**src/rtl/dmac_pkg.sv**
```systemverilog
// Shared definitions for the burst DMA master: FSM state encoding and the
// burst-length selection rule.
package dmac_pkg;

  typedef enum logic [1:0] {
    ST_IDLE = 2'd0,
    ST_CALC = 2'd1,
    ST_ADDR = 2'd2,
    ST_DATA = 2'd3
  } state_t;

  // Smallest of the words still to move, the longest burst the bus allows and
  // the words left before the next address boundary. Wide operands keep the
  // function independent of the instantiating module's parameters.
  function automatic logic [63:0] burst_len(
    input logic [63:0] remaining,
    input logic [63:0] max_len,
    input logic [63:0] to_boundary
  );
    logic [63:0] m;
    m = (remaining < max_len) ? remaining : max_len;
    return (m < to_boundary) ? m : to_boundary;
  endfunction

endpackage

```
**src/rtl/dmac_burst_len_calc.sv**
```systemverilog
// Combinational burst-length calculator: given the current word-aligned
// address offset inside a boundary window and the words remaining, returns
// the number of beats for the next burst.
module dmac_burst_len_calc #(
  parameter int W_BOUNDARY_A   = 12,
  parameter int MAX_BURST_LEN  = 256,
  parameter int W_SIZE         = 32,
  parameter int ADDRMASK_WIDTH = 2,
  parameter int W_LEN          = 9
) (
  input  logic [W_BOUNDARY_A-1:0] addr_low,
  input  logic [W_SIZE-1:0]       remaining,
  output logic [W_LEN-1:0]        len
);
  import dmac_pkg::*;

  logic [63:0] to_boundary;
  logic [63:0] len_full;
  logic        unused_len_hi;

  // Words until the boundary, then the three-way minimum.
  always_comb begin
    to_boundary = ((64'd1 << W_BOUNDARY_A) - 64'(addr_low)) >> ADDRMASK_WIDTH;
    len_full    = burst_len(64'(remaining), 64'(MAX_BURST_LEN), to_boundary);
  end

  // The result never exceeds MAX_BURST_LEN, so the upper bits are always zero.
  assign len           = len_full[W_LEN-1:0];
  assign unused_len_hi = ^len_full[63:W_LEN];

endmodule

```
**src/rtl/dmac_burst_master.sv**
```systemverilog
// Burst DMA master: splits a word-count transfer request into AXI-style
// bursts that never cross a 2^W_BOUNDARY_A byte boundary, moving data
// between a local stream and the write (AW/W) or read (AR/R) channels.
module dmac_burst_master #(
  parameter int W_D           = 32,
  parameter int W_EXT_A       = 32,
  parameter int W_BOUNDARY_A  = 12,
  parameter int MAX_BURST_LEN = 256,
  parameter int W_SIZE        = 32,
  localparam int ADDRMASK_WIDTH = $clog2(W_D / 8),
  localparam int W_BLEN         = $clog2(MAX_BURST_LEN)
) (
  input  logic               CLK,
  input  logic               RST,
  input  logic               req_valid,
  output logic               req_ready,
  input  logic               req_write,
  input  logic [W_EXT_A-1:0] req_addr,
  input  logic [W_SIZE-1:0]  req_size,
  output logic               awvalid,
  output logic [W_EXT_A-1:0] awaddr,
  output logic [W_BLEN-1:0]  awlen,
  input  logic               awready,
  output logic               wvalid,
  output logic [W_D-1:0]     wdata,
  output logic               wlast,
  input  logic               wready,
  output logic               arvalid,
  output logic [W_EXT_A-1:0] araddr,
  output logic [W_BLEN-1:0]  arlen,
  input  logic               arready,
  input  logic               rvalid,
  input  logic [W_D-1:0]     rdata,
  output logic               rready,
  input  logic               src_valid,
  input  logic [W_D-1:0]     src_data,
  output logic               src_ready,
  output logic               dst_valid,
  output logic [W_D-1:0]     dst_data,
  input  logic               dst_ready
);
  import dmac_pkg::*;

  // Beat counts must hold MAX_BURST_LEN itself, hence one extra bit.
  localparam int W_LEN = W_BLEN + 1;
  localparam logic [W_EXT_A-1:0] ADDR_MASK =
    ~((W_EXT_A'(1) << ADDRMASK_WIDTH) - W_EXT_A'(1));

  state_t             state_reg;
  logic               req_ready_reg;
  logic               awvalid_reg;
  logic               arvalid_reg;
  logic               write_reg;
  logic [W_EXT_A-1:0] addr_reg;
  logic [W_SIZE-1:0]  remaining_reg;
  logic [W_LEN-1:0]   len_reg;
  logic [W_BLEN-1:0]  alen_reg;
  logic [W_LEN-1:0]   beat_cnt_reg;

  logic [W_LEN-1:0]   calc_len;
  logic               data_wr;
  logic               data_rd;
  logic               beat;
  logic               last_beat;

  dmac_burst_len_calc #(
    .W_BOUNDARY_A  (W_BOUNDARY_A),
    .MAX_BURST_LEN (MAX_BURST_LEN),
    .W_SIZE        (W_SIZE),
    .ADDRMASK_WIDTH(ADDRMASK_WIDTH),
    .W_LEN         (W_LEN)
  ) u_len_calc (
    .addr_low (addr_reg[W_BOUNDARY_A-1:0]),
    .remaining(remaining_reg),
    .len      (calc_len)
  );

  assign data_wr   = (state_reg == ST_DATA) && write_reg;
  assign data_rd   = (state_reg == ST_DATA) && !write_reg;
  assign beat      = data_wr ? (src_valid && wready) : (data_rd && rvalid && dst_ready);
  assign last_beat = (beat_cnt_reg == len_reg - W_LEN'(1));

  // Request / address / burst sequencing with registered handshake outputs.
  always_ff @(posedge CLK) begin
    if (RST) begin
      state_reg     <= ST_IDLE;
      req_ready_reg <= 1'b1;
      awvalid_reg   <= 1'b0;
      arvalid_reg   <= 1'b0;
      write_reg     <= 1'b0;
      addr_reg      <= '0;
      remaining_reg <= '0;
      len_reg       <= '0;
      alen_reg      <= '0;
      beat_cnt_reg  <= '0;
    end else begin
      case (state_reg)
        ST_IDLE: begin
          if (req_valid) begin
            write_reg     <= req_write;
            addr_reg      <= req_addr & ADDR_MASK;
            remaining_reg <= req_size;
            req_ready_reg <= 1'b0;
            state_reg     <= ST_CALC;
          end
        end
        ST_CALC: begin
          if (remaining_reg == '0) begin
            req_ready_reg <= 1'b1;
            state_reg     <= ST_IDLE;
          end else begin
            len_reg      <= calc_len;
            alen_reg     <= W_BLEN'(calc_len - W_LEN'(1));
            beat_cnt_reg <= '0;
            awvalid_reg  <= write_reg;
            arvalid_reg  <= !write_reg;
            state_reg    <= ST_ADDR;
          end
        end
        ST_ADDR: begin
          if ((awvalid_reg && awready) || (arvalid_reg && arready)) begin
            awvalid_reg <= 1'b0;
            arvalid_reg <= 1'b0;
            state_reg   <= ST_DATA;
          end
        end
        ST_DATA: begin
          if (beat) begin
            beat_cnt_reg <= beat_cnt_reg + W_LEN'(1);
            if (last_beat) begin
              addr_reg      <= addr_reg + (W_EXT_A'(len_reg) << ADDRMASK_WIDTH);
              remaining_reg <= remaining_reg - W_SIZE'(len_reg);
              if (remaining_reg == W_SIZE'(len_reg)) begin
                req_ready_reg <= 1'b1;
                state_reg     <= ST_IDLE;
              end else begin
                state_reg <= ST_CALC;
              end
            end
          end
        end
        default: state_reg <= ST_IDLE;
      endcase
    end
  end

  assign req_ready = req_ready_reg;
  assign awvalid   = awvalid_reg;
  assign arvalid   = arvalid_reg;
  assign awaddr    = addr_reg;
  assign araddr    = addr_reg;
  assign awlen     = alen_reg;
  assign arlen     = alen_reg;

  // Data-phase pass-throughs; every strobe is gated off outside DATA.
  assign wvalid    = data_wr && src_valid;
  assign wdata     = src_data;
  assign wlast     = data_wr && last_beat;
  assign src_ready = data_wr && wready;
  assign dst_valid = data_rd && rvalid;
  assign dst_data  = rdata;
  assign rready    = data_rd && dst_ready;

endmodule

```
**config.mk**
```make
export PLATFORM = sky130hd
export DESIGN_NAME = dmac_burst_master
export DESIGN_NICKNAME = d
export VERILOG_FILES = /design/src/rtl/dmac_pkg.sv /design/src/rtl/dmac_burst_len_calc.sv /design/src/rtl/dmac_burst_master.sv
export SDC_FILE = /design/constraint.sdc
export NUM_CORES = 1
export LEC_CHECK = 0
export CAP_MARGIN = 20
export CORE_MARGIN = 2
export CORE_UTILIZATION = 30
export CTS_BUF_LIST = sky130_fd_sc_hd__clkbuf_4
export DETAILED_ROUTE_END_ITERATION = 8
export GPL_TIMING_DRIVEN = 1
export PLACE_DENSITY = 0.58
export SLEW_MARGIN = 20
export SYNTH_ARGS = -nofsm -noshare
export SYNTH_HDL_FRONTEND = slang
export SYNTH_SLANG_ARGS = --single-unit
```
**constraint.sdc**
```tcl
create_clock -name CLK -period 5.44 [get_ports CLK]
set_input_delay 0.544 -clock CLK [delete_from_list [all_inputs] [get_ports CLK]]
set_output_delay 0.544 -clock CLK [all_outputs]
set_load 0.03 [all_outputs]
```
==> summary.md <==
| Metric | Value |
|---|---|
| # DRC | `0` |
| Max-slew headroom | `0.307` |
| Setup bufs post-CTS | `0` |
| Die Wd | `166 um` |
| TritonRoute pass-1 iters | `5` |
| Leakage | `3.25 nW` |
| Die Y | `166 um` |
| Cts repair resizes | `0` |
| Int Power | `1.36 mW` |
| Synth warn | `0` |
| Initial DRC count | `773` |
| Detailed Place HPWL | `17.8 mm` |
| Clock share of power | `0.142` |
| Fin. Hold Viols | `0` |
| Worst-Margin Slew | `1.04 ns` |
| Total negative slack | `0 ns` |
| CTS tree | `done` |
| Crit start category | `flip-flop` |
| R2r endpoint | `arlen[6]$_SDFFE_PP0P_` |
| RSZ-0062 raised after global routing | `no` |
| Met3 WL | `1.40 mm` |
| Largest area contributor in the netlist | `dfxtp_1` |
| Clock transition at path regs | `0.16 ns` |
| Post-synth design cell area | `0.00785 sq mm` |
| Hold Path Class | `reg -> reg` |
| Sequential power share | `0.358` |
| Number of flops mapped to enable cells by yosys | `0` |
| Synth Instances | `1044` |
| Crit path from | `remaining_reg[9]$_SDFFE_PP0P_` |
| Initial antenna violation count | `1` |
| Final GP Congestion | `0.870` |
| Cell area after placement | `0.00883 sq mm` |
| Avg Cell Area, Syn | `7.52 sq um` |
| Wire per inst | `17.4 um` |
| Max Cap Viol | `0` |
| Synth area leaders | `dfxtp_1, buf_4, ha_1` |
| Via count | `7624` |
| Max clock buf depth | `2` |
| Crit path DAT | `5.31 ns` |
| Boundary Pins | `290` |
| Port buffer count | `155` |
| GRT Resource Usage Total | `0.169` |
| Fillers | `2722` |
| # rows | `59` |
| Largest register FFs | `32` |
| Last element of the critical path | `arlen[6]$_SDFFE_PP0P_` |
| Pin count of the biggest net entering global routing | `92` |
| Worst flop-to-flop path startpoint | `remaining_reg[9]$_SDFFE_PP0P_` |
| Layout Area Growth over Synthesis | `13.9%` |
| Asr flop ratio synth | `0` |
| Most common cell after layout, fill and taps aside | `clkdlybuf4s50_1` |
| Via/cell ratio | `5.47` |
| Switch Pwr | `1.14 mW` |
| CTS buffer count | `9` |
| Starting density of the core | `0.303` |
| Comb pwr share | `0.501` |
| Clock Skew | `0.0325 ns` |
| Met1 Wirelength | `11.5 mm` |
| CTS H-tree lvls | `3` |
| Seq/Total Area, Yosys | `0.240` |
| Slew Limit Fails | `0` |
| Final Non-Filler Cells | `1393` |
| Grt total ovfl | `0` |
| Root Buffer | `clkbuf_4` |
| Post-Place Cells | `1376` |
| Worst-Skew Late Latency | `0.50 ns` |
| Ys flop type | `dfxtp_1` |
| Fin crit share | `0.903` |
| Vias in the first global route | `6905` |
| Net count, final | `1225` |
| Flops & latches, synth | `94` |
| Final Instance Area | `0.00895 sq mm` |
| PwrDens | `279 mW/mm^2` |
| Met2 wire length | `10.9 mm` |
| Critical path class | `reg -> reg` |
| Kind of end point of the critical path | `flip-flop` |
| Area share of the largest cell type after synthesis | `0.240` |
| Synth unique cells | `78` |
| Final setup fails | `0` |
| Worst vdd ir | `0.115 mV` |
| Outcome | `completed` |
| DR top layer | `met4` |
| Share of cells above drive strength 1 | `0.0511` |
| Commonest cells after routing, fill and taps aside | `clkdlybuf4s50_1, nand2_1, dfxtp_1` |
| DIE AREA | `0.0275 sq mm` |
| Drt total wl | `24.3 mm` |
| CP Data Required Time | `5.84 ns` |
| Antenna-violating nets left | `0` |
| Clk sinks | `94` |
| Fin crit period | `4.91 ns` |
| Flop2flop setup slack | `0.53 ns` |
| Hold depth | `2` |
| Critical Path Fanout Max | `12` |
| R2r worst-path depth | `16` |
| Wire length of the first global-routing pass | `38.0 mm` |
| Core ar. | `0.0259 sq mm` |
| # hold bufs at CTS | `0` |
| Sw frac | `0.455` |
| Max Clk Rate | `204 MHz` |
final cells by class:
type	count	area, sq um	area share
multi-input cells	746	4770	0.533
well taps	335	419	0.0469
flip-flops and latches	94	1880	0.210
diodes	1	2.50	0.000280
inverters	35	134	0.0150
repair buffers	166	1630	0.182
clock buffers	9	67.6	0.00755
clock inverters	7	40.0	0.00448
metrics by stage:
step	hold WS [ns]	setup slack (ns)	total power, mW	util
2_1_floorplan	0.434	1.44	1.88	-
3_3_place_gp	0.454	0.791	2.14	0.341
3_5_place_dp	0.458	0.646	2.15	0.341
4_1_cts	0.478	0.593	2.51	0.345
5_1_grt	0.506	0.183	2.67	0.345
6_report	0.473	0.528	2.50	0.345
layer usage:
metal  up-vias  track usage
li1       3700            -
met1      3627        0.239
met2       271        0.263
met3        26       0.0300
met4         0       0.0507
met5         -            0
worst min-delay path by stage:
stage                              startpoint                              to
4_1_cts        remaining_reg[12]$_SDFFE_PP0P_  remaining_reg[12]$_SDFFE_PP0P_
6_report       remaining_reg[12]$_SDFFE_PP0P_  remaining_reg[12]$_SDFFE_PP0P_
3_3_place_gp   remaining_reg[12]$_SDFFE_PP0P_  remaining_reg[12]$_SDFFE_PP0P_
5_1_grt        remaining_reg[12]$_SDFFE_PP0P_  remaining_reg[12]$_SDFFE_PP0P_
3_5_place_dp   remaining_reg[12]$_SDFFE_PP0P_  remaining_reg[12]$_SDFFE_PP0P_
2_1_floorplan  remaining_reg[12]$_SDFFE_PP0P_  remaining_reg[12]$_SDFFE_PP0P_
worst max-delay path: stages (launching register included):
cell      delay [ns]
dfxtp_1         0.42
or4_1           0.71
nor4_4          0.42
and2_1          0.44
inv_4           0.12
ha_1            0.32
nand4_1         0.11
nor2_1          0.16
nand4_1         0.12
o211ai_2        0.46
mux2i_1         0.31
ha_1            0.23
inv_1           0.09
or3_1           0.39
xnor2_1         0.17
mux2i_1         0.12
o31ai_1         0.21
cell usage after synthesis, types with 10 or more instances:
library cell  count
nand3_1          30
xor2_1           17
and3_1           16
or4_1            12
nand2_1          98
buf_4           107
a311oi_1         14
dfxtp_1          94
a31oi_1          12
ha_1             33
nor3_1           29
a21oi_1          74
nand4_1          11
clkbuf_1         48
inv_1            34
nor2_1           92
a211oi_1         39
or3_1            10
buf_2            14
o21ai_0          52
xnor2_1          23
power groups by stage:
stage               Combinational (mW)  Sequential (mW)  Clock (mW)
floorplan                        0.963            0.919           0
CTS                               1.25            0.894       0.366
detailed placement                1.24            0.909           0
global placement                  1.23            0.908           0
finish                            1.25            0.894       0.354
global route                      1.36            0.909       0.395
cell families after synthesis:
kind of cell | count (synthesis) | synth area share
mux | 12 | 0.0158
other cells | 1 | 0.000478
xor+xnor | 40 | 0.0446
flops | 94 | 0.240
fa+ha+maj | 35 | 0.0577
simple gates | 357 | 0.225
compound gates | 296 | 0.257
buf+inv | 209 | 0.159
No activity file was read; power rests on OpenSTA's default activity.
